<file path="config.mk">
export PLATFORM = sky130hd
export DESIGN_NAME = divu_hilo
export DESIGN_NICKNAME = d
export VERILOG_FILES = /design/src/rtl/divu_hilo_pkg.sv /design/src/rtl/divu_hilo_hilo_reg.sv /design/src/rtl/divu_hilo.sv
export SDC_FILE = /design/constraint.sdc
export NUM_CORES = 1
export LEC_CHECK = 0
export BUFFER_PORTS_ARGS = -buffer_cell sky130_fd_sc_hd__buf_2
export CAP_MARGIN = 20
export CORE_ASPECT_RATIO = 0.9
export CORE_MARGIN = 8
export CORE_UTILIZATION = 50
export DETAILED_ROUTE_END_ITERATION = 16
export PLACE_DENSITY = 0.71
export SLEW_MARGIN = 20
export SYNTH_ARGS = -nofsm -noshare
export SYNTH_HDL_FRONTEND = slang
export SYNTH_HIERARCHICAL = 1
export SYNTH_SLANG_ARGS = --single-unit
</file>
<file path="constraint.sdc">
create_clock -name clk -period 2.95 [get_ports clk]
set_input_delay 0.1475 -clock clk [delete_from_list [all_inputs] [get_ports clk]]
set_output_delay 0.1475 -clock clk [all_outputs]
set_load 0.005 [all_outputs]
</file>
<file path="src/rtl/divu_hilo_pkg.sv">
// Shared ALU function codes for the ALU control block and the HI/LO divider.
// Any block decoding Signal imports these instead of redefining them.
package divu_hilo_pkg;

  localparam int XLEN = 32;

  localparam logic [5:0] OP_AND  = 6'b100100;
  localparam logic [5:0] OP_OR   = 6'b100101;
  localparam logic [5:0] OP_ADD  = 6'b100000;
  localparam logic [5:0] OP_SUB  = 6'b100010;
  localparam logic [5:0] OP_SLT  = 6'b101010;
  localparam logic [5:0] OP_SLL  = 6'b000000;
  localparam logic [5:0] OP_DIVU = 6'b011011;
  localparam logic [5:0] OP_MFHI = 6'b010000;
  localparam logic [5:0] OP_MFLO = 6'b010010;
  localparam logic [5:0] OP_OUT  = 6'b111111;

endpackage

</file>
<file path="src/rtl/divu_hilo_hilo_reg.sv">
// Architectural HI/LO register pair, written together on a single enable.
module hilo_reg
  import divu_hilo_pkg::*;
(
  input  logic            clk,
  input  logic            rst,
  input  logic            we,
  input  logic [XLEN-1:0] hi_in,
  input  logic [XLEN-1:0] lo_in,
  output logic [XLEN-1:0] hi_out,
  output logic [XLEN-1:0] lo_out
);

  logic [XLEN-1:0] r_hi, r_lo;

  always_ff @(posedge clk) begin
    if (rst) begin
      r_hi <= '0;
      r_lo <= '0;
    end else if (we) begin
      r_hi <= hi_in;
      r_lo <= lo_in;
    end
  end

  assign hi_out = r_hi;
  assign lo_out = r_lo;

endmodule

</file>
<file path="src/rtl/divu_hilo.sv">
// Multi-cycle unsigned restoring divider that commits remainder/quotient into HI/LO.
// One quotient bit per DIVU edge; results reach HI/LO only on an OUT edge in DONE.
module divu_hilo
  import divu_hilo_pkg::*;
(
  input  logic            clk,
  input  logic            rst,
  input  logic [5:0]      Signal,
  input  logic [XLEN-1:0] dataA,
  input  logic [XLEN-1:0] dataB,
  output logic [XLEN-1:0] dataOut,
  output logic            busy,
  output logic            divZero
);

  typedef enum logic [1:0] {
    S_IDLE = 2'd0,
    S_RUN  = 2'd1,
    S_DONE = 2'd2
  } state_t;

  state_t          r_state, w_next;
  logic            w_load, w_step, w_commit;
  logic [4:0]      r_cnt;
  logic [XLEN:0]   r_rem;
  logic [XLEN-1:0] r_quo, r_div;
  logic            r_div_zero;
  logic [XLEN:0]   w_shift, w_diff;
  logic            w_borrow, w_ge;
  logic [XLEN-1:0] w_hi, w_lo;

  always_ff @(posedge clk) begin
    if (rst) r_state <= S_IDLE;
    else     r_state <= w_next;
  end

  always_comb begin
    w_next   = r_state;
    w_load   = 1'b0;
    w_step   = 1'b0;
    w_commit = 1'b0;
    case (r_state)
      S_IDLE: if (Signal == OP_DIVU) begin
        w_load = 1'b1;
        w_next = S_RUN;
      end
      S_RUN: if (Signal == OP_DIVU) begin
        w_step = 1'b1;
        if (r_cnt == 5'd31) w_next = S_DONE;
      end else begin
        w_next = S_IDLE;
      end
      S_DONE: if (Signal == OP_OUT) begin
        w_commit = 1'b1;
        w_next   = S_IDLE;
      end else if (Signal != OP_DIVU) begin
        w_next = S_IDLE;
      end
      default: w_next = S_IDLE;
    endcase
  end

  // Shifted partial remainder is {r_rem, quotient MSB}; its top bit (r_rem[32])
  // set means it certainly exceeds the divisor, otherwise the 33-bit subtract decides.
  assign w_shift            = {r_rem[XLEN-1:0], r_quo[XLEN-1]};
  assign {w_borrow, w_diff} = {1'b0, w_shift} - {2'b00, r_div};
  assign w_ge               = r_rem[XLEN] | ~w_borrow;

  always_ff @(posedge clk) begin
    if (rst) begin
      r_cnt <= '0;
      r_rem <= '0;
      r_quo <= '0;
      r_div <= '0;
    end else if (w_load) begin
      r_cnt <= '0;
      r_rem <= '0;
      r_quo <= dataA;
      r_div <= dataB;
    end else if (w_step) begin
      r_cnt <= r_cnt + 5'd1;
      r_rem <= w_ge ? w_diff : w_shift;
      r_quo <= {r_quo[XLEN-2:0], w_ge};
    end
  end

  always_ff @(posedge clk) begin
    if (rst)           r_div_zero <= 1'b0;
    else if (w_commit) r_div_zero <= (r_div == '0);
  end

  hilo_reg u_hilo (
    .clk    (clk),
    .rst    (rst),
    .we     (w_commit),
    .hi_in  (r_rem[XLEN-1:0]),
    .lo_in  (r_quo),
    .hi_out (w_hi),
    .lo_out (w_lo)
  );

  always_comb begin
    dataOut = '0;
    if (Signal == OP_MFHI)      dataOut = w_hi;
    else if (Signal == OP_MFLO) dataOut = w_lo;
  end

  assign busy    = (r_state != S_IDLE);
  assign divZero = r_div_zero;

endmodule

</file>
==> metrics.md <==
| Metric | Value |
|---|---|
| Run status | `finished, final reports clean` |
| Leakage Power | `4.21 nW` |
| Synthesized area | `0.00882 sq mm` |
| Chip width | `156 microns` |
| Number of enable-type register cells in the synthesized netlist | `0` |
| Hold Slack | `47.3 ps` |
| Share of layout cells above drive strength 1 | `16.4%` |
| Final Max Tran Viols | `0` |
| Via-to-Cell Ratio | `5.37` |
| Final instance count without filler cells | `1,423` |
| Biggest area consumer among synthesized cells | `sky130_fd_sc_hd__dfxtp_1` |
| Synth Instances | `1,046` |
| Setup violators final | `0` |
| Final worst path period share | `94.5%` |
| Final antenna diode count | `0` |
| Power per unit of standard cell area | `467 mW/mm^2` |
| Yosys top cell area share | `38.3%` |
| Dominant cell by count in the synthesized netlist | `sky130_fd_sc_hd__dfxtp_1` |
| Final antenna-violating net count | `0` |
| CTS tree | `yes` |
| Largest clock skew in the final design | `10.4 ps` |
| Initial Util | `50.6%` |
| Global-route wire length before repair | `37,200 microns` |
| Worst hold path type | `in2reg` |
| Remaining Overflow, GRT | `0` |
| Vias | `7,646` |
| Root Buffer Master | `sky130_fd_sc_hd__clkbuf_16` |
| Insertion delay of the later-clocked pin in the worst-skew pair | `430 ps` |
| Total count of hold-check failures in the final report | `0` |
| Number of buffers and inverters on the critical path | `1` |
| Top_reg_cell synth | `sky130_fd_sc_hd__dfxtp_1` |
| Async set or reset register ratio after synthesis | `0%` |
| Signal arrival time at the worst endpoint | `3070 ps` |
| Slew at the pin closest to its max-slew limit | `951 ps` |
| Maximum cell stage delay along the critical path | `390 ps` |
| Total power consumption of the routed design | `4.95 mW` |
| Cell class contributing the biggest share of worst-path delay | `compound AO/OA/AOI/OAI gates` |
| Routed Wire Length | `23,100 microns` |
| HPWL reported at the end of detailed placement | `16,400 microns` |
| First-pass DRT Iterations | `5` |
| Synth unique cells | `53` |
| Syn-to-layout area delta | `20.2%` |
| Filler cell count | `1,564` |
| Syn Nets | `1,153` |
| Relative slew slack | `36.6%` |
| Number of levels the H-tree was split into | `4` |
| Number of global-route vias before repair | `7,214` |
| Launch point of the worst reg-to-reg path | `r_quo[31]` |
| Cell at the slowest stage of the critical path | `sky130_fd_sc_hd__fa_1` |
| Worst Path Class, Setup | `reg2reg` |
| Number of buffers added on ports | `105` |
| Mean routed wirelength per cell | `16.3 microns` |
| Final critical delay including setup and external delays | `2790 ps` |
| WP data required | `3240 ps` |
| Portion of the post-synthesis area used by sequential elements | `38.3%` |
| Area inside the core boundary | `0.0174 sq mm` |
| Maximum fanout encountered on the critical timing path | `3` |
| DIE AREA | `0.0222 sq mm` |
| Clock net sink count | `169` |
| Highest clock frequency the design can meet | `0.359 GHz` |
| IO Count | `106` |
| Maximum capacitance violations | `0` |
| Buffers from clock root to sink, at most | `2` |
| Hold path startpoint | `dataA[6]` |
| Antenna violations before repair | `0` |
| CP endpoint kind | `flop` |
| Cell types with the highest counts after synthesis | `169 x sky130_fd_sc_hd__dfxtp_1, 166 x sky130_fd_sc_hd__nor2_1, 140 x sky130_fd_sc_hd__mux2i_1, 113 x sky130_fd_sc_hd__nand2_1, 100 x sky130_fd_sc_hd__a21oi_1` |
| Nets | `1,277` |
| Per-instance average area after synthesis | `8.44 sq um` |
| YS warnings | `6` |
| Beginning of the critical path | `r_quo[31]` |
| Maximum number of pins on one net before global-route repair | `89` |
| Die height | `142 microns` |
| Biggest area contributors in the synthesized netlist | `sky130_fd_sc_hd__dfxtp_1 38%, sky130_fd_sc_hd__mux2i_1 16%, sky130_fd_sc_hd__nor2_1 7.1%, sky130_fd_sc_hd__a21oi_1 5.7%, sky130_fd_sc_hd__ha_1 4.8%` |
| All-layer global routing usage | `20.7%` |
| Flops & latches, synth | `169` |
| Routability congestion estimate from global placement | `0.944` |
| Drt drc | `0` |
| Count of routing violations after the opening detailed-route iteration | `547` |
| CTS clk-pin slew, worst paths | `70 ps` |
| Cells traversed along the worst timing path | `inv_1 > ha_1 > fa_1 > nand2b_1 > a21oi_2 > o2111a_1 > o21ai_1 > a31oi_2 > a31oi_1 > o2111ai_1 > xor2_1 > a21oi_1` |
| CP Launch Type | `flop` |
| Placed instance count | `1,349` |
| Worst VDD drop | `0.376 mV` |
| Std cell rows | `46` |
| Cts bufs inserted | `17` |
## final cells by class
class	count	area, sq um	area share (%)
multi-input cells	779	5040	47.6
flip-flops and latches	169	3390	32.0
repair buffers	166	1150	10.9
clock buffers	18	429	4.05
well taps	240	300	2.83
clock inverters	14	146	1.38
inverters	37	139	1.31
## state kept, by name (all words and copies together), names as in the netlist
| name | cells |
|---|---|
| r_rem | 33 |
| r_div | 32 |
| r_quo | 32 |
| u_hilo/hi_out | 32 |
| u_hilo/lo_out | 32 |
| r_cnt | 5 |
| r_state | 2 |
| divZero | 1 |
## worst min-delay path, delay by kind of cell
family	cells	cell delay, ps
AO/OA/AOI/OAI	1	80
buffers and inverters	1	100
multiplexers	1	110
## cells by family after synthesis
logic type	after synthesis	synth area share [%]
AO/OA/AOI/OAI	238	16.4
multiplexers	140	15.9
flip-flops	169	38.3
AND/OR/NAND/NOR	334	15.8
adder cells (fa/ha/maj)	35	5.05
buffers and inverters	98	5.35
XOR/XNOR	32	3.18
## power breakdown
group / total [mW] / switching [mW] / internal, mW
Clock: 2.18 / 1.04 / 1.13
Sequential: 2.30 / 0.00823 / 2.29
Combinational: 0.481 / 0.249 / 0.232
Total: 4.95 / 1.30 / 3.65
## final timing paths
check	endpoint	slack, ps	cells past startpoint
max	r_rem[32]	160	12
min	r_quo[6]	50	3
max reg2reg	r_rem[32]	160	12
min reg2reg	r_div[4]	470	2
## per-stage QoR
stage	utilization (%)	TNS (ps)	worst slack, ps	instance area, sq um
after CTS	59.7	0	26.5	10400
after floorplan	-	0	351	8820
after detailed placement	54.5	0	69.2	9510
after global placement	54.5	0	193	9510
final	60.8	0	163	10600
after global routing	60.8	-15.4	-15.4	10600
## cells in the final DEF, fill, tap and decap left out, types with 14 or more instances in the layout
cell	count
sky130_fd_sc_hd__o21ai_1	14
sky130_fd_sc_hd__dlygate4sd3_1	33
sky130_fd_sc_hd__buf_2	104
sky130_fd_sc_hd__mux2i_1	140
sky130_fd_sc_hd__nand2_1	113
sky130_fd_sc_hd__clkbuf_16	19
sky130_fd_sc_hd__dfxtp_1	164
sky130_fd_sc_hd__o21ai_0	40
sky130_fd_sc_hd__buf_4	23
sky130_fd_sc_hd__ha_1	25
sky130_fd_sc_hd__a211oi_1	36
sky130_fd_sc_hd__a21oi_1	97
sky130_fd_sc_hd__xnor2_1	16
sky130_fd_sc_hd__nor2_1	164
sky130_fd_sc_hd__inv_1	36
sky130_fd_sc_hd__xor2_1	16
## per-layer routing
| metal | vias to the layer above | wire length (microns) | part of all wire, % | track usage [%] |
|---|---|---|---|---|
| li1 | 3881 | - | - | - |
| met1 | 3515 | 11700 | 51 | 30.4 |
| met2 | 239 | 9590 | 41 | 29.7 |
| met3 | 11 | 1670 | 7.2 | 5.37 |
| met4 | 0 | 188 | 0.81 | 4.03 |
| met5 | - | 0 | 0 | 0 |
## timing repair
item	4_1_cts	5_1_grt
endpoints found under the setup margin	0	4
endpoints found under the hold margin	33	0
hold buffers	33	0
setup buffers	0	7
resized for setup	0	20
No activity file was read; power rests on OpenSTA's default activity.
